$ cat src/rtl/uart_pkg.sv
// Shared UART types: parity modes, transmitter FSM states and the per-frame configuration.
package uart_pkg;

  typedef enum logic [1:0] {
    PAR_NONE = 2'b00,
    PAR_EVEN = 2'b01,
    PAR_ODD  = 2'b10,
    PAR_MARK = 2'b11
  } parity_e;

  typedef enum logic [2:0] {
    IDLE,
    START,
    DATA,
    PARITY,
    STOP1,
    STOP2
  } tx_state_e;

  typedef struct packed {
    parity_e parity;
    logic    stop2;
  } frame_cfg_t;

  localparam logic IDLE_LEVEL = 1'b1;

  // Parity bit from the XOR of the data bits.
  function automatic logic parity_bit(parity_e mode, logic data_xor);
    case (mode)
      PAR_EVEN: return data_xor;
      PAR_ODD:  return ~data_xor;
      PAR_MARK: return 1'b1;
      default:  return 1'b0;
    endcase
  endfunction

endpackage

$ cat src/rtl/uart_tx_cfg_if.sv
// Bus-side interface of the configurable UART transmitter.
interface uart_tx_cfg_if #(
  parameter int unsigned DATA_W     = 8,
  parameter int unsigned FIFO_DEPTH = 16
);
  localparam int unsigned LVL_W = $clog2(FIFO_DEPTH) + 1;

  logic              wr;
  logic [DATA_W-1:0] data;
  logic [1:0]        parity;
  logic              stop2;
  logic              rdy;
  logic              busy;
  logic              done;
  logic              overflow;
  logic [LVL_W-1:0]  fifo_level;

  modport master (output wr, data, parity, stop2,
                  input  rdy, busy, done, overflow, fifo_level);
  modport slave  (input  wr, data, parity, stop2,
                  output rdy, busy, done, overflow, fifo_level);
endinterface

$ cat src/rtl/uart_sync_fifo.sv
// Synchronous FIFO with show-ahead read data; a pop takes effect on the next clock.
module uart_sync_fifo #(
  parameter int unsigned DATA_W     = 8,
  parameter int unsigned FIFO_DEPTH = 16
) (
  input  logic                              clk_i,
  input  logic                              rst_i,
  input  logic                              wr,
  input  logic [DATA_W-1:0]                 wr_data,
  input  logic                              rd,
  output logic [DATA_W-1:0]                 rd_data,
  output logic                              full,
  output logic                              empty,
  output logic [$clog2(FIFO_DEPTH):0]       level
);
  localparam int unsigned PTR_W = $clog2(FIFO_DEPTH);
  localparam int unsigned LVL_W = PTR_W + 1;

  logic [DATA_W-1:0] mem [FIFO_DEPTH];
  logic [PTR_W-1:0]  wptr, rptr;
  logic              push, pop;

  assign full    = (level == LVL_W'(FIFO_DEPTH));
  assign empty   = (level == '0);
  assign push    = wr & ~full;
  assign pop     = rd & ~empty;
  assign rd_data = mem[rptr];

  always_ff @(posedge clk_i or posedge rst_i) begin
    if (rst_i) begin
      wptr  <= '0;
      rptr  <= '0;
      level <= '0;
    end else begin
      if (push) wptr <= wptr + PTR_W'(1);
      if (pop)  rptr <= rptr + PTR_W'(1);
      case ({push, pop})
        2'b10:   level <= level + LVL_W'(1);
        2'b01:   level <= level - LVL_W'(1);
        default: level <= level;
      endcase
    end
  end

  always_ff @(posedge clk_i) begin
    if (push) mem[wptr] <= wr_data;
  end

endmodule

$ cat src/rtl/uart_tx_cfg.sv
// UART transmitter with runtime parity/stop format, FIFO buffering and a prefetch
// holding register so queued frames go out back-to-back.
module uart_tx_cfg
  import uart_pkg::*;
#(
  parameter int unsigned DATA_W     = 8,
  parameter int unsigned FIFO_DEPTH = 16
) (
  input  logic         clk_i,
  input  logic         rst_i,
  input  logic         baud_tick_i,
  output logic         tx_o,
  uart_tx_cfg_if.slave bus
);
  localparam int unsigned LVL_W = $clog2(FIFO_DEPTH) + 1;
  localparam int unsigned CNT_W = $clog2(DATA_W);

  tx_state_e         state, state_nx;
  frame_cfg_t        cfg;
  logic              hold_valid;
  logic [DATA_W-1:0] hold_data, shifter, fifo_data;
  logic [CNT_W-1:0]  bit_cnt;
  logic              par_bit, last_bit;
  logic              fifo_full, fifo_empty, pop;
  logic [LVL_W-1:0]  level;
  logic              tx_nx, done_nx, load, shift, frame_end;

  assign pop      = ~hold_valid & ~fifo_empty;
  assign last_bit = (bit_cnt == CNT_W'(DATA_W - 1));

  uart_sync_fifo #(.DATA_W(DATA_W), .FIFO_DEPTH(FIFO_DEPTH)) u_fifo (
    .clk_i   (clk_i),
    .rst_i   (rst_i),
    .wr      (bus.wr),
    .wr_data (bus.data),
    .rd      (pop),
    .rd_data (fifo_data),
    .full    (fifo_full),
    .empty   (fifo_empty),
    .level   (level)
  );

  assign bus.rdy        = ~fifo_full;
  assign bus.fifo_level = level;
  assign bus.busy       = (state != IDLE) | hold_valid | (level != '0);

  always_ff @(posedge clk_i or posedge rst_i) begin
    if (rst_i) state <= IDLE;
    else       state <= state_nx;
  end

  always_comb begin
    state_nx = state;
    if (baud_tick_i) begin
      unique case (state)
        IDLE:    if (hold_valid) state_nx = START;
        START:   state_nx = DATA;
        DATA:    if (last_bit) state_nx = (cfg.parity != PAR_NONE) ? PARITY : STOP1;
        PARITY:  state_nx = STOP1;
        STOP1:   state_nx = cfg.stop2 ? STOP2 : (hold_valid ? START : IDLE);
        STOP2:   state_nx = hold_valid ? START : IDLE;
        default: state_nx = IDLE;
      endcase
    end
  end

  // Next line level, shifter control and frame-end handling; a waiting word starts
  // on the same tick that ends the previous frame.
  always_comb begin
    tx_nx     = tx_o;
    done_nx   = 1'b0;
    load      = 1'b0;
    shift     = 1'b0;
    frame_end = 1'b0;
    if (baud_tick_i) begin
      case (state)
        IDLE: if (hold_valid) begin
          load  = 1'b1;
          tx_nx = ~IDLE_LEVEL;
        end
        START: begin
          tx_nx = shifter[0];
          shift = 1'b1;
        end
        DATA: if (last_bit) begin
          tx_nx = (cfg.parity != PAR_NONE) ? par_bit : IDLE_LEVEL;
        end else begin
          tx_nx = shifter[0];
          shift = 1'b1;
        end
        PARITY:  tx_nx = IDLE_LEVEL;
        STOP1:   if (cfg.stop2) tx_nx = IDLE_LEVEL; else frame_end = 1'b1;
        STOP2:   frame_end = 1'b1;
        default: tx_nx = IDLE_LEVEL;
      endcase
    end
    if (frame_end) begin
      done_nx = 1'b1;
      if (hold_valid) begin
        load  = 1'b1;
        tx_nx = ~IDLE_LEVEL;
      end else begin
        tx_nx = IDLE_LEVEL;
      end
    end
  end

  always_ff @(posedge clk_i or posedge rst_i) begin
    if (rst_i) begin
      tx_o         <= IDLE_LEVEL;
      bus.done     <= 1'b0;
      bus.overflow <= 1'b0;
      hold_valid   <= 1'b0;
      hold_data    <= '0;
      shifter      <= '0;
      bit_cnt      <= '0;
      par_bit      <= 1'b0;
      cfg          <= '{parity: PAR_NONE, stop2: 1'b0};
    end else begin
      tx_o         <= tx_nx;
      bus.done     <= done_nx;
      bus.overflow <= bus.wr & fifo_full;
      if (load)     hold_valid <= 1'b0;
      else if (pop) hold_valid <= 1'b1;
      if (pop) hold_data <= fifo_data;
      if (load) begin
        shifter <= hold_data;
        bit_cnt <= '0;
        cfg     <= '{parity: parity_e'(bus.parity), stop2: bus.stop2};
        par_bit <= parity_bit(parity_e'(bus.parity), ^hold_data);
      end else if (shift) begin
        shifter <= shifter >> 1;
        if (state == DATA) bit_cnt <= bit_cnt + CNT_W'(1);
      end
    end
  end

endmodule

$ cat src/flat_wrapper.sv
// flat-port wrapper written by rule: the top's interface ports become plain ports
module uart_tx_cfg_flat import uart_pkg::*;
#(
  parameter int unsigned DATA_W     = 8,
  parameter int unsigned FIFO_DEPTH = 16
)
  (clk_i, rst_i, baud_tick_i, tx_o, bus_wr, bus_data, bus_parity, bus_stop2, bus_rdy, bus_busy, bus_done, bus_overflow, bus_fifo_level);
  uart_tx_cfg_if #(.DATA_W(DATA_W), .FIFO_DEPTH(FIFO_DEPTH)) bus_i ();
  input  logic clk_i;
  input  logic rst_i;
  input  logic baud_tick_i;
  output logic tx_o;
  input wire logic [$bits(bus_i.wr)-1:0] bus_wr;
  input wire logic [$bits(bus_i.data)-1:0] bus_data;
  input wire logic [$bits(bus_i.parity)-1:0] bus_parity;
  input wire logic [$bits(bus_i.stop2)-1:0] bus_stop2;
  output wire logic [$bits(bus_i.rdy)-1:0] bus_rdy;
  output wire logic [$bits(bus_i.busy)-1:0] bus_busy;
  output wire logic [$bits(bus_i.done)-1:0] bus_done;
  output wire logic [$bits(bus_i.overflow)-1:0] bus_overflow;
  output wire logic [$bits(bus_i.fifo_level)-1:0] bus_fifo_level;
  assign bus_i.wr = bus_wr;
  assign bus_i.data = bus_data;
  assign bus_i.parity = bus_parity;
  assign bus_i.stop2 = bus_stop2;
  assign bus_rdy = bus_i.rdy;
  assign bus_busy = bus_i.busy;
  assign bus_done = bus_i.done;
  assign bus_overflow = bus_i.overflow;
  assign bus_fifo_level = bus_i.fifo_level;
  uart_tx_cfg #(.DATA_W(DATA_W), .FIFO_DEPTH(FIFO_DEPTH)) u_core (.clk_i(clk_i), .rst_i(rst_i), .baud_tick_i(baud_tick_i), .tx_o(tx_o), .bus(bus_i));
endmodule
$ cat config.mk
export PLATFORM = sky130hd
export DESIGN_NAME = uart_tx_cfg_flat
export DESIGN_NICKNAME = d
export VERILOG_FILES = /design/src/rtl/uart_pkg.sv /design/src/rtl/uart_tx_cfg_if.sv /design/src/rtl/uart_sync_fifo.sv /design/src/rtl/uart_tx_cfg.sv /design/src/flat_wrapper.sv
export SDC_FILE = /design/constraint.sdc
export NUM_CORES = 1
export LEC_CHECK = 0
export ABC_CLOCK_PERIOD_IN_PS = 3850
export CAP_MARGIN = 20
export CORE_UTILIZATION = 61
export DETAILED_ROUTE_END_ITERATION = 7
export PLACE_DENSITY = 0.89
export RECOVER_POWER = 50
export SLEW_MARGIN = 25
export SYNTH_ARGS = -nofsm -noshare
export SYNTH_HDL_FRONTEND = slang
export SYNTH_SLANG_ARGS = --single-unit
$ cat constraint.sdc
create_clock -name clk_i -period 3.85 [get_ports clk_i]
set_input_delay 0.77 -clock clk_i [delete_from_list [all_inputs] [get_ports clk_i]]
set_output_delay 0.77 -clock clk_i [all_outputs]
set_load 0.02 [all_outputs]
==> run metrics, run 1 <==
Final Hold Viols 0; initial drt markers 298; setup_tns 0 ns; clk_lat worst skew 0.43 ns; failing checks capacitance limit, slew limit; Cell Rows 39; Chip Width 111 µm; CTS sink cnt 171; Synth Area per Inst 16.3 µm²; RSZ-0062 raised after global routing no; worst slew pin tran 1.66 ns; PortBufs 24; Pwr Density 776 mW/mm²; hold crit path type flop to flop; first drt pass iteration count 5; area leader, netlist edfxtp_1; R2R depth 13; Synth area leaders edfxtp_1, dfrtp_1, mux4_2; Setup Buffers After CTS 0; initial antenna violation count 0; relative slew slack -0.110; worst hold stages 2; post-synthesis cell type count 48; total gr overflow 0; Post-synth EDFFs 128; syn_nets 467; Cells after DPL 599; Worst-path clk slew 0.06 ns; Critical Path Start Type flop; final setup vio count 0; Final Non-Filler Cells 631; largest net degree at the start of global routing 33; Synth Cell Area 0.00719 mm²; CP Class flop to flop; antenna-violating nets left 0; Clock Skew 0.0149 ns; Crit. End Element flop; CTS Buffer Depth 2; starting density of the core 0.627; VDD IR-drop max 519 µV; max-slew violation count 33; CTS tree yes; post-synth top area share 0.534; DP HPWL 8.32 mm; hold_ws 0.490 ns; Nets 501; Root Driver clkbuf_16; post_cts resized 0; die area 0.0122 mm²; CTS Hold Bufs 0; most common cell after layout, fill and taps aside edfxtp_1; via count 3828; CTS Buf Count 17; first-pass GRT wire length 21.2 mm; status finished, violations left; vias in the first global route 3897; RePlAce Congestion 0.823; Leak 3.00 nW; layout cells sized above 1 0.178; Post-Route WL 13.5 mm; period utilization 0.793; Layout fillers 677; Max Freq 328 MHz; I/O pins 25; max cap viols 1; Area Growth Syn to Fin 13.8%; Post-synth ARST share 0.251; GRT Util Overall 0.240; Tmin final 3.05 ns; register area share after synthesis 0.684; die height 111 µm; ys flop type edfxtp_1; Gate Count Post-Synth 441; Synthesis Warnings 0; DRC 0; htree depth 4; diodes inserted 0; Critical Path Fanout Max 19; Arrival @ worst endpoint 3.36 ns; most frequent cells in the layout edfxtp_1, dfrtp_1, nand2_1; worst path required time 4.16 ns; CORE AREA 0.0115 mm²; WL/cell 21.4 µm; Synth Register Bits 171; Vias/cell 6.07
## registers in the layout, indices dropped and copies added (netlist names)
signal               cells
u_core.u_fifo.mem      128
u_core.hold_data         8
u_core.shifter           8
u_core.u_fifo.level      5
u_core.u_fifo.rptr       4
u_core.u_fifo.wptr       4
u_core.bit_cnt           3
u_core.cfg               3
u_core.state             3
u_core.bus.done          1
u_core.bus.overflow      1
u_core.hold_valid        1
u_core.par_bit           1
u_core.tx_o              1
## per-layer routing
metal / up-vias / wire length [µm] / GRT usage
li1: 1732 / - / -
met1: 1936 / 5630 / 0.307
met2: 137 / 6890 / 0.389
met3: 23 / 667 / 0.0648
met4: 0 / 314 / 0.107
met5: - / 0 / 0
## final timing paths
path / from / to / slack, ns
setup reg to reg: u_core.u_fifo.level[2] / u_core.u_fifo.level[4] / 0.80
max in group asynchronous: rst_i / u_core.cfg[2] / 1.25
hold / removal: u_core.tx_o / u_core.tx_o / 0.49
hold reg to reg: u_core.tx_o / u_core.tx_o / 0.49
setup / recovery: u_core.u_fifo.level[2] / u_core.u_fifo.level[4] / 0.80
min in group asynchronous: rst_i / u_core.u_fifo.wptr[3] / 0.74
## metrics by stage
stage / instance area (µm²) / total power [mW] / util / setup WS (ns)
4_1_cts: 8190 / 6.40 / 0.715 / 0.865
3_5_place_dp: 7580 / 4.62 / 0.661 / 0.650
3_3_place_gp: 7580 / 4.53 / 0.661 / 0.735
6_report: 8180 / 6.35 / 0.714 / 0.798
5_1_grt: 8180 / 6.67 / 0.714 / 0.450
2_1_floorplan: 7190 / 4.14 / - / 0.908
## report_power, final
group	internal [mW]	switching [mW]
Clock	1.04	0.734
Sequential	2.33	0.259
Combinational	0.944	1.05
## cell usage after synthesis (all sizes together), types with 2 or more instances
master and n:
edfxtp 128, dfrtp 42, nand2 37, nor2 33, mux4 32, o21ai 25, buf 20, mux2i 18
xnor2 13, mux2 12, a21oi 11, ha 11, inv 9, xor2 7, nor2b 5, nand2b 4
nor3 4, clkbuf 3, nand4 3, a32o 2, and3 2, nand3 2, o211ai 2, o21a 2
## worst max-delay path: stages (launching register included)
cell and delay, ns:
dfrtp_1 0.47, nor4_1 0.45, and2b_1 0.22, or2_1 0.12
buf_4 0.21, inv_2 0.10, ha_1 0.29, xor2_1 0.19
ha_1 0.21, o211ai_1 0.21, a21oi_1 0.10, a31oi_1 0.15
nor2_1 0.07, xor2_1 0.14
## cell type report
class                   instances  area [µm²]  share of cell area
flip-flops and latches        171        4920               0.601
multi-input cells             238        2090               0.256
clock buffers                  18         429              0.0524
repair buffers                 38         342              0.0417
clock inverters                14         186              0.0228
well taps                     143         179              0.0219
inverters                       9        33.8             0.00413
## kinds of logic after synthesis
logic type,after synthesis,share of synthesized area
AOI/OAI and AO/OA,51,0.0428
xor gates and xnor gates,20,0.0243
adders and majority gates,11,0.0191
buffers and inverters,32,0.0242
DFF,171,0.684
muxes,62,0.147
and+or+nand+nor,94,0.0584
No activity file was read; power rests on OpenSTA's default activity.
==> inputs of run 2 (changes only) <==
- ABC_CLOCK_PERIOD_IN_PS: 3850 -> 3100
- clock period: 3.85 -> 3.1 ns (I/O delays scaled with it)
==> run 2 against run 1 <==
Against the previous run:
- the flow now finishes without violations
- register-to-register slack got worse by 0.48 ns
- via count increased by 3.0%
- first-iteration DRC count down 8.7%
- core utilization rose by 0.076 points
- total power is 22% higher
- sequential share of layout area decreased by 0.064 points
- wire length up 5.9%
- sequential power is 25% higher
- count of clock-buffer cells in the layout increased by 1
- clock skew up 0.0054 ns
- highest routed layer unchanged
==> run metrics, run 2 (synthesis gave the netlist of run 1 again) <==
Reg power frac 0.417; Sw Ratio 0.328; Crit-path slowest cell clkdlybuf4s50_1; Pwr Density 944 mW/mm²; initial antenna violation count 0; r2r setup slk 0.32 ns; Crit path largest cell delay 0.56 ns; first drt pass iteration count 5; CP Class flop to output port; CTS Buffer Depth 2; Worst-path clk slew 0.06 ns; hold crit path type flop to flop; WL/cell 22.3 µm; htree depth 4; setup_tns 0 ns; Post-Route WL 14.3 mm; Root Driver clkbuf_16; Critical Path Start Type flop; CTS Hold Bufs 0; diodes inserted 0; Clock Skew 0.0203 ns; VDD IR-drop max 625 µV; RePlAce Congestion 0.917; Vias/cell 6.16; clk_lat worst skew 0.43 ns; max-slew violation count 0; final setup vio count 0; R2R depth 12; most frequent cells in the layout edfxtp_1, dfrtp_1, nand2_1; initial drt markers 272; Setup Buffers After CTS 0; I/O pins 25; PortBufs 24; CTS tree yes; DP HPWL 8.76 mm; Tmin final 2.81 ns; Critical Path Fanout Max 8; Top reg by flops u_core.u_fifo.mem; Final Non-Filler Cells 640; relative slew slack 0.264; cells along the critical path nor4_2 -> and2b_1 -> nand3_1 -> clkdlybuf4s50_1; starting density of the core 0.627; layout cells sized above 1 0.187; most common cell after layout, fill and taps aside edfxtp_1; Cells after DPL 608; Final Hold Viols 0; GRT Util Overall 0.253; post_cts resized 0; CTS sink cnt 171; via count 3943; worst hold stages 2; Cell Rows 39; part of the power in the clock network 0.257; Hold EP u_core.tx_o; worst path required time 2.48 ns; RSZ-0062 raised after global routing no; first-pass GRT wire length 22.6 mm; max reg flops 128; R2R Path End u_core.u_fifo.level[4]; antenna-violating nets left 0; CTS Buf Count 17; Chip Width 111 µm; register area 0.00492 mm²; Layout fillers 679; P_sw 2.54 mW; CORE AREA 0.0115 mm²; Gate power share 0.326; Placement Setup Slack 0.309 ns; Internal 5.20 mW; final worst setup slack 0.293 ns; largest net degree at the start of global routing 33; vias in the first global route 4105; Hold Crit Start u_core.tx_o; Crit. End Element output port; Max Freq 356 MHz; max cap viols 0; largest registers u_core.u_fifo.mem x128, u_core.hold_data x8, u_core.shifter x8; die area 0.0122 mm²; period utilization 0.906; Nets 510; die height 111 µm; Area Growth Syn to Fin 13.9%; reg2reg start u_core.u_fifo.level[2]; DRC 0; status completed; Leak 3.01 nW; area taken by multi-input logic gates 0.00210 mm²; Arrival @ worst endpoint 2.19 ns; worst slew pin tran 1.10 ns; total gr overflow 0
[run 2: cell types whose count changed in the layout (fill, tap and decap cells not counted), sizes merged]
cell    change
bufinv      -2
inv         +1
buf         +9
clkbuf      +1
[run 2: layer usage]
metal,GRT usage,wire length (µm),vias up
met1,0.306,5500,2005
met3,0.0659,779,27
met2,0.433,7670,157
li1,-,-,1754
met5,0,0,-
met4,0.103,341,0
[run 2: worst max-delay path by stage]
stage,slack (ns),end,startpoint,depth (start not counted)
2_1_floorplan,0.16,u_core.u_fifo.level[4],u_core.u_fifo.level[2],15
3_3_place_gp,0.38,u_core.u_fifo.level[4],bus_wr,11
3_5_place_dp,0.31,u_core.u_fifo.level[4],bus_wr,11
4_1_cts,0.26,bus_busy,u_core.u_fifo.level[2],4
5_1_grt,0.04,u_core.u_fifo.level[4],u_core.u_fifo.level[2],12
6_report,0.29,bus_busy,u_core.u_fifo.level[2],4
[run 2: cell type report]
type,count,share of cell area
Sequential cell,171,0.601
Inverter,9,0.00412
Timing Repair Buffer,47,0.0499
Clock inverter,13,0.0144
Clock buffer,19,0.0528
Multi-Input combinational cell,238,0.256
Tap cell,143,0.0218
[run 2: critical path: cells and delay by family, from the launching register on]
kind | cells | cell delay (ns)
and+or+nand+nor | 3 | 0.72
buffers and inverters | 1 | 0.56
DFF | 1 | 0.47
[run 2: metrics by stage]
| stage | cell area (µm²) | utilization | hold slack [ns] | power, mW |
|---|---|---|---|---|
| 2_1_floorplan | 7190 | - | 0.481 | 5.14 |
| 3_3_place_gp | 7650 | 0.667 | 0.465 | 5.60 |
| 3_5_place_dp | 7650 | 0.667 | 0.476 | 5.75 |
| 4_1_cts | 8200 | 0.715 | 0.485 | 7.79 |
| 5_1_grt | 8190 | 0.714 | 0.514 | 8.13 |
| 6_report | 8190 | 0.714 | 0.480 | 7.73 |
[run 2: power groups by stage]
| stage | clock network (mW) | registers (mW) | logic, mW |
|---|---|---|---|
| floorplan | 0 | 3.15 | 2.00 |
| global placement | 0 | 3.22 | 2.38 |
| detailed placement | 0 | 3.26 | 2.49 |
| CTS | 2.01 | 3.22 | 2.55 |
| global route | 2.10 | 3.27 | 2.76 |
| finish | 1.99 | 3.23 | 2.52 |
==> inputs of run 3 (changes only) <==
- MAX_ROUTING_LAYER: not set -> met4
==> run 3 against run 2 <==
Against the previous run:
- non-clock buffer count stayed put
- clock power is essentially flat
- core utilization is the same
==> run metrics, run 3 (synthesis gave the netlist of run 1 again) <==
vias in the first global route 4102; Setup Buffers After CTS 0; final worst setup slack 0.284 ns; worst path required time 2.48 ns; CTS Buffer Depth 2; Tmin final 2.82 ns; initial antenna violation count 0; Leak 3.01 nW; Hold EP u_core.tx_o; starting density of the core 0.627; hold crit path type flop to flop; Crit-path slowest cell clkdlybuf4s50_1; I/O pins 25; Clock Skew 0.0142 ns; RePlAce Congestion 0.933; PortBufs 24; Final Cell Area 0.00819 mm²; antenna-violating nets left 0; Pwr Total 7.73 mW; most common cell after layout, fill and taps aside edfxtp_1; CP top delay family simple AND/OR/NAND/NOR gates; hold_ws 0.480 ns; htree depth 4; largest registers u_core.u_fifo.mem x128, u_core.hold_data x8, u_core.shifter x8; Critical Path Fanout Max 8; Area Growth Syn to Fin 13.9%; Critical Path Start Type flop; CP bufs+invs 1; die height 111 µm; total gr overflow 0; CTS sink cnt 171; CTS Buf Count 17; WL met3 739 µm; Chip Width 111 µm; Post-Route WL 14.3 mm; WL met1 5.47 mm; VDD IR-drop max 628 µV; initial drt markers 280; max reg flops 128; largest net degree at the start of global routing 33; Hold Crit Start u_core.tx_o; first-pass GRT wire length 22.5 mm; status completed; layout cells sized above 1 0.187; cells along the critical path nor4_2 -> and2b_1 -> nand3_1 -> clkdlybuf4s50_1; Placed Area 0.00765 mm²; Final Hold Viols 0; Root Driver clkbuf_16; GRT Util Overall 0.261; worst hold stages 2; first drt pass iteration count 5; R2R depth 12; Cell Rows 39; post_cts resized 0; max cap viols 0; final setup vio count 0; CTS Hold Bufs 0; relative slew slack 0.260; r2r setup slk 0.30 ns; die area 0.0122 mm²; RSZ-0062 raised after global routing no; Pwr Density 944 mW/mm²; highest metal used met4; Top reg by flops u_core.u_fifo.mem; diodes inserted 0; max-slew violation count 0; via count 3946; DP HPWL 8.76 mm; Vias/cell 6.17; Layout fillers 679; DRC 0; met2 WL 7.72 mm; Max Freq 355 MHz; Crit. End Element output port; setup_tns 0 ns; Arrival @ worst endpoint 2.20 ns; CP Class flop to output port; WL/cell 22.3 µm; worst slew pin tran 1.11 ns; Crit path largest cell delay 0.56 ns; reg2reg start u_core.u_fifo.level[2]; CTS tree yes; most frequent cells in the layout edfxtp_1, dfrtp_1, nand2_1; Nets 510; clk_lat worst skew 0.43 ns; Placement Setup Slack 0.309 ns; CORE AREA 0.0115 mm²; period utilization 0.908; Worst-path clk slew 0.06 ns; R2R Path End u_core.u_fifo.level[4]
run 3: cell type report:
cell class | instances | area, µm² | share of cell area
Inverter | 9 | 33.8 | 0.00412
Tap cell | 143 | 179 | 0.0218
Sequential cell | 171 | 4920 | 0.601
Clock inverter | 13 | 118 | 0.0144
Clock buffer | 19 | 433 | 0.0528
Timing Repair Buffer | 47 | 409 | 0.0499
Multi-Input combinational cell | 238 | 2100 | 0.256
run 3: power breakdown:
group / switching (mW) / total, mW / internal, mW
Combinational: 1.32 / 2.52 / 1.19
Sequential: 0.334 / 3.23 / 2.89
Clock: 0.877 / 1.99 / 1.11
run 3: through the flow:
step	utilization	instances
after floorplan	-	441
after global placement	0.667	608
after detailed placement	0.667	608
after CTS	0.715	640
after global routing	0.714	640
final	0.714	640
run 3: worst max path at each step:
stage                                 startpoint                endpoint  slack [ns]  depth (start not counted)
after CTS                 u_core.u_fifo.level[2]                bus_busy        0.26                          4
after floorplan           u_core.u_fifo.level[2]  u_core.u_fifo.level[4]        0.16                         15
final                     u_core.u_fifo.level[2]                bus_busy        0.28                          4
after detailed placement                  bus_wr  u_core.u_fifo.level[4]        0.31                         11
after global routing      u_core.u_fifo.level[2]  u_core.u_fifo.level[4]        0.04                         12
after global placement                    bus_wr  u_core.u_fifo.level[4]        0.38                         11
run 3: per-layer routing:
| metal | track usage | up-vias |
|---|---|---|
| met5 | - | - |
| met4 | 0.0960 | 0 |
| met3 | 0.0697 | 28 |
| met2 | 0.431 | 144 |
| met1 | 0.309 | 2022 |
| li1 | - | 1752 |
run 3: worst register-to-register path, stage by stage (launching register included):
cell and delay, ns:
dfrtp_1 0.47, nor4_2 0.39, and2b_1 0.23, or2_1 0.16
inv_2 0.09, ha_1 0.29, xor2_1 0.20, ha_1 0.22
o211ai_1 0.19, a21oi_1 0.09, a31oi_1 0.15, nor2_1 0.07
xor2_1 0.14
==> RTL edit 1 (flow settings as in run 1) <==
Reset style: synchronous (`rst_i`), changed in 3 clocked blocks.
--- a/src/rtl/uart_sync_fifo.sv
+++ b/src/rtl/uart_sync_fifo.sv
@@ -26,7 +26,7 @@
   assign pop     = rd & ~empty;
   assign rd_data = mem[rptr];
 
-  always_ff @(posedge clk_i or posedge rst_i) begin
+  always_ff @(posedge clk_i) begin
     if (rst_i) begin
       wptr  <= '0;
       rptr  <= '0;
--- a/src/rtl/uart_tx_cfg.sv
+++ b/src/rtl/uart_tx_cfg.sv
@@ -44,7 +44,7 @@
   assign bus.fifo_level = level;
   assign bus.busy       = (state != IDLE) | hold_valid | (level != '0);
 
-  always_ff @(posedge clk_i or posedge rst_i) begin
+  always_ff @(posedge clk_i) begin
     if (rst_i) state <= IDLE;
     else       state <= state_nx;
   end
@@ -105,7 +105,7 @@
     end
   end
 
-  always_ff @(posedge clk_i or posedge rst_i) begin
+  always_ff @(posedge clk_i) begin
     if (rst_i) begin
       tx_o         <= IDLE_LEVEL;
       bus.done     <= 1'b0;
Behaviour: differs if rst_i is asserted again (counterexample within 4 cycles, from zero or initial values and one cycle with rst_i high); with rst_i held inactive, the same outputs for 10 cycles.
==> RTL edit 1 against run 1 <==
- global-route usage grew 2.2 points
- sequential cell count did not move
- count of clock-buffer cells in the layout down 1
- cell area decreased by 2.6%
- area after synthesis down 2.3%
- core utilization is 0.93 points higher
- clock skew shrank 0.0094 ns
- cell count is 2.2% higher
- routed wire length grew 2.9%
- total power is 15% lower
- setup slack worse by 0.17 ns
- maximum frequency decreased by 5.2%
- highest routed layer unchanged
==> RTL edit 1: results (changes against run 1) <==
[placed_design]
pre_cts_slack_ns=0.581  ; -0.0688 ns
place.gp.congestion=0.837  ; +1.7%
placed_cells_incl_taps=613  ; +2.3%
portBuffers=24  ; unchanged
place_area_mm2=0.00739  ; -2.5%

[synth]
synth.area.top_cells=edfxtp_1 (55%), dfxtp_1 (12%), mux4_2 (10%), nor2_1 (2.8%), mux2i_1 (2.7%)
synth_edf_count=128  ; unchanged
synthArstFlopShare_pct=0  ; -25 points
synthTopCellsByCount=edfxtp_1 (128), nor2_1 (52), dfxtp_1 (43), mux4_2 (32), nand2_1 (27)
synthCells=468  ; +6.1%
synth_cell_type_count=48  ; unchanged
ys_seq_area_share_pct=66.9  ; -1.5 points

[timing]
hold_violations=0  ; unchanged
post-route-period-util_pct=83.6  ; +4.3 points
finalClockSkew_ns=0.00544  ; -0.00941 ns
maxSlewHeadroom_pct=22.2  ; +33 points

[finish]
stdcell_count=645  ; +2.2%
syn_to_final_growth_pct=13.5
nets=517  ; +3.2%
n_antenna_cell=0  ; unchanged
fillers=683  ; +0.89%
drive_above_1_share_pct=14.9  ; -3.0 points

[routing]
first_iter_violations=361  ; +21%
via_per_inst=6.27  ; +3.3%
wl_mm=13.9  ; +2.9%

[pwr]
peakVddDrop_v=0.000490  ; -5.6%

[worst_setup_path]
worstPathMaxFanout=14  ; -5
worstPathArrival_ns=3.53  ; +0.17 ns
cp-endpoint=u_core.u_fifo.level[4]$_SDFFE_PP0P_
rr_worst_depth=10  ; -3
r2r-start=u_core.u_fifo.level[0]$_SDFFE_PP0P_
regToRegSetupSlack_ns=0.63  ; -0.17 ns

[global_routing]
grt.total_usage_pct=26.3  ; +2.2 points
grt_pass1_wl_mm=21.8  ; +2.5%
grt_pass1_vias=3981  ; +2.2%
grt_max_degree=35  ; +6.1%

[cts]
ctsResizeCount=0  ; unchanged

[status]
outcome=completed

## RTL edit 1: changes by cell type in the layout (fill, tap and decap cells not counted), sizes merged, moves of 9 or more
cell	run 1	this run
dfxtp	0	43
a211oi	0	9
o21ai	25	7
dfrtp	42	0
a22oi	1	18
nand2	37	27
mux2	12	1
nor2	33	52
## RTL edit 1: layout make-up
type | count | share of cell area [%]
Inverter | 9 | 0.424
Timing Repair Buffer | 33 | 3.81
Multi-Input combinational cell | 260 | 27.2
Sequential cell | 171 | 59.0
Tap cell | 140 | 2.20
Clock buffer | 17 | 5.33
Clock inverter | 15 | 2.04
## RTL edit 1: worst min path at each step
| stage | startpoint | cells past startpoint | slack [ns] | end |
|---|---|---|---|---|
| 2_1_floorplan | u_core.cfg[1]$_SDFFE_PP0N_ | 2 | 0.44 | u_core.cfg[1]$_SDFFE_PP0N_ |
| 3_3_place_gp | u_core.cfg[2]$_SDFFE_PP0N_ | 2 | 0.44 | u_core.cfg[2]$_SDFFE_PP0N_ |
| 3_5_place_dp | u_core.cfg[1]$_SDFFE_PP0N_ | 2 | 0.46 | u_core.cfg[1]$_SDFFE_PP0N_ |
| 4_1_cts | u_core.cfg[1]$_SDFFE_PP0N_ | 2 | 0.47 | u_core.cfg[1]$_SDFFE_PP0N_ |
| 5_1_grt | u_core.cfg[1]$_SDFFE_PP0N_ | 2 | 0.49 | u_core.cfg[1]$_SDFFE_PP0N_ |
| 6_report | u_core.cfg[1]$_SDFFE_PP0N_ | 2 | 0.47 | u_core.cfg[1]$_SDFFE_PP0N_ |
## RTL edit 1: cell families (layout without fill, tap and decap cells)
| kind of cell | count (synthesis) | count (layout) | share of synthesized area [%] |
|---|---|---|---|
| xor gates and xnor gates | 18 | 18 | 2.24 |
| muxes | 52 | 52 | 13.1 |
| buffers and inverters | 37 | 74 | 2.23 |
| DFF | 171 | 171 | 66.9 |
| AOI/OAI and AO/OA | 62 | 62 | 5.88 |
| and+or+nand+nor | 118 | 118 | 7.82 |
| adders and majority gates | 10 | 10 | 1.78 |
## RTL edit 1: critical path, cell delays in order (launching register included)
cell	delay, ns
dfxtp_1	0.37
nor4_1	0.71
a21oi_1	0.17
buf_4	0.24
ha_1	0.31
xor2_1	0.18
ha_1	0.19
a21oi_1	0.26
a32oi_1	0.16
a21oi_1	0.17
mux2_2	0.35
## RTL edit 1: routing by layer
layer  part of all wire [%]  global-route usage (%)
met1                     40                    33.2
met2                     52                    44.8
met3                    6.1                    6.46
met4                    1.4                    8.86
met5                      0                       0
## RTL edit 1: power breakdown
part           internal [mW]  switching, mW
sequential              2.14          0.171
combinational          0.679          0.738
clock                  0.970          0.732
total                   3.79           1.64
==> RTL edit 2 (settings of run 1) <==
Without the edit above. `DATA_W` is set to 8 in 4 places; all go to 16.
--- a/src/rtl/uart_tx_cfg_if.sv
+++ b/src/rtl/uart_tx_cfg_if.sv
@@ -1,6 +1,6 @@
 // Bus-side interface of the configurable UART transmitter.
 interface uart_tx_cfg_if #(
-  parameter int unsigned DATA_W     = 8,
+  parameter int unsigned DATA_W     = 16,
   parameter int unsigned FIFO_DEPTH = 16
 );
   localparam int unsigned LVL_W = $clog2(FIFO_DEPTH) + 1;
--- a/src/rtl/uart_sync_fifo.sv
+++ b/src/rtl/uart_sync_fifo.sv
@@ -1,6 +1,6 @@
 // Synchronous FIFO with show-ahead read data; a pop takes effect on the next clock.
 module uart_sync_fifo #(
-  parameter int unsigned DATA_W     = 8,
+  parameter int unsigned DATA_W     = 16,
   parameter int unsigned FIFO_DEPTH = 16
 ) (
   input  logic                              clk_i,
--- a/src/rtl/uart_tx_cfg.sv
+++ b/src/rtl/uart_tx_cfg.sv
@@ -3,7 +3,7 @@
 module uart_tx_cfg
   import uart_pkg::*;
 #(
-  parameter int unsigned DATA_W     = 8,
+  parameter int unsigned DATA_W     = 16,
   parameter int unsigned FIFO_DEPTH = 16
 ) (
   input  logic         clk_i,
--- a/src/flat_wrapper.sv
+++ b/src/flat_wrapper.sv
@@ -1,7 +1,7 @@
 // flat-port wrapper written by rule: the top's interface ports become plain ports
 module uart_tx_cfg_flat import uart_pkg::*;
 #(
-  parameter int unsigned DATA_W     = 8,
+  parameter int unsigned DATA_W     = 16,
   parameter int unsigned FIFO_DEPTH = 16
 )
   (clk_i, rst_i, baud_tick_i, tx_o, bus_wr, bus_data, bus_parity, bus_stop2, bus_rdy, bus_busy, bus_done, bus_overflow, bus_fifo_level);
Interface: changed (resized bus_data); port bits go from 25 to 33. No check against the original RTL was run, so the function may have changed too.
==> RTL edit 2 against run 1 <==
- clock power is 69% higher
- sequential cell count up 145
- non-clock buffer count increased by 22
- area after synthesis grew 75%
- global-route usage is 3.2 points higher
- routed wire length grew 100%
- total power increased by 74%
- setup slack worse by 0.25 ns
- critical endpoint unchanged
- cell area up 75%
==> RTL edit 2: results (changes against run 1) <==
[synth]
synthArstFlopShare_pct=19.0  ; -6.2 points
synth.area.top_cells=edfxtp_1 (61%), dfrtp_1 (12%), mux4_2 (11%), nand2_1 (1.8%), xnor2_1 (1.5%)
syn_nets=749  ; +60%
synthTopCellsByCount=edfxtp_1 (256), mux4_2 (64), nand2_1 (62), dfrtp_1 (59)
synth_flop_cell=edfxtp_1
synth_edf_count=256  ; +100%
ys_seq_area_share_pct=72.8  ; +4.4 points
syn_area_per_cell_um2=17.6  ; +8.1%

[routing]
dr_wl_met3_mm=2.02  ; +200%
wl_met2_mm=14.1  ; +100%
wl_met1_mm=10.6  ; +89%
first_iter_violations=659  ; +120%
via_per_inst=6.43  ; +6.0%
wl_per_cell_um=26.0  ; +22%

[global_routing]
grt_max_degree=35  ; +6.1%
met1_usage_pct=36.5  ; +5.8 points
grt.total_usage_pct=27.2  ; +3.2 points
grt-ovfl-total=0  ; unchanged
met3_usage_pct=5.24  ; -1.2 points
grt_pass1_vias=7024  ; +80%

[cts]
clk_path_buf_depth=3  ; +1
clkLatencyLatePin_ns=0.57  ; +0.14 ns
numCtsBuffers=30  ; +13

[finish]
fillers=1144  ; +69%
nets=798  ; +59%
drive_above_1_share_pct=19.3  ; +1.5 points
largestRegisters=u_core.u_fifo.mem x256, u_core.hold_data x16, u_core.shifter x16
stdcell_count=1058  ; +68%
largest_register_ff_count=256  ; +100%

[min_path]
hold_path_class=reg -> reg

[status]
outcome=completed

[worst_setup_path]
r2r-end=u_core.u_fifo.level[4]$_DFFE_PP0P_
r2r-start=u_core.u_fifo.level[1]$_DFFE_PP0P_
regToRegSetupSlack_ns=0.55  ; -0.25 ns
worstPathMaxFanout=9  ; -10

[pwr]
p_sw_share_pct=32.0  ; -0.20 points
pwr-share-comb_pct=29.7  ; -1.7 points
peakVddDrop_v=0.000499  ; -3.8%
leakagePower_nw=4.94  ; +65%
power_frac_clock_pct=27.0  ; -0.9 points

[placed_design]
placed_cells_incl_taps=1003  ; +67%
portBuffers=32  ; +33%
pre_cts_slack_ns=0.530  ; -0.120 ns
hpwl_mm=16.2  ; +94%
place.gp.congestion=0.836  ; +1.6%

[floorplan]
rows=52  ; +33%

[timing]
post-route-min-period_ns=3.30  ; +0.245 ns
worst_pin_slew_ns=1.42  ; -0.247 ns

RTL edit 2: changes by cell type in the layout (fill, tap and decap cells not counted), moves of 8 or more:
cell | before | now
edfxtp_1 | 128 | 256
buf_4 | 13 | 24
mux2i_1 | 18 | 1
a221oi_1 | 0 | 10
nand2_1 | 36 | 62
dfrtp_1 | 42 | 57
mux2_2 | 12 | 1
clkbuf_16 | 17 | 31
dlygate4sd3_1 | 10 | 18
o21ai_0 | 13 | 5
a22o_1 | 1 | 16
a21oi_1 | 11 | 38
xnor2_1 | 13 | 22
mux4_2 | 26 | 64
RTL edit 2: worst max-delay path: stages, from the launching register on:
cell     delay (ns)
dfrtp_1        0.48
nor4_1         0.49
nor2b_1        0.27
or2_2          0.17
inv_2          0.06
ha_1           0.30
xor2_1         0.20
ha_1           0.23
o21a_1         0.18
o22a_1         0.19
a21oi_1        0.21
xor2_1         0.19
nor2_1         0.08
xor2_1         0.14
RTL edit 2: per-stage QoR:
stage	power [mW]	hold WS [ns]	instance area (um^2)
2_1_floorplan	7.17	0.447	12600
3_3_place_gp	7.84	0.479	13300
3_5_place_dp	8.08	0.484	13300
4_1_cts	11.1	0.485	14300
5_1_grt	11.6	0.516	14300
6_report	11.1	0.491	14300
RTL edit 2: area by class of cell:
cell class / instances / area share, %
well taps: 270 / 2.36
multi-input cells: 349 / 22.3
inverters: 8 / 0.210
flip-flops and latches: 316 / 64.3
clock inverters: 21 / 1.47
repair buffers: 60 / 3.83
clock buffers: 34 / 5.50
RTL edit 2: cell families after synthesis:
group / after synthesis / synth area share (%)
AO/OA/AOI/OAI: 109 / 5.92
XOR/XNOR: 31 / 2.15
adder cells (fa/ha/maj): 10 / 0.991
buffers and inverters: 51 / 1.99
flip-flops: 316 / 72.8
multiplexers: 66 / 11.6
AND/OR/NAND/NOR: 133 / 4.56
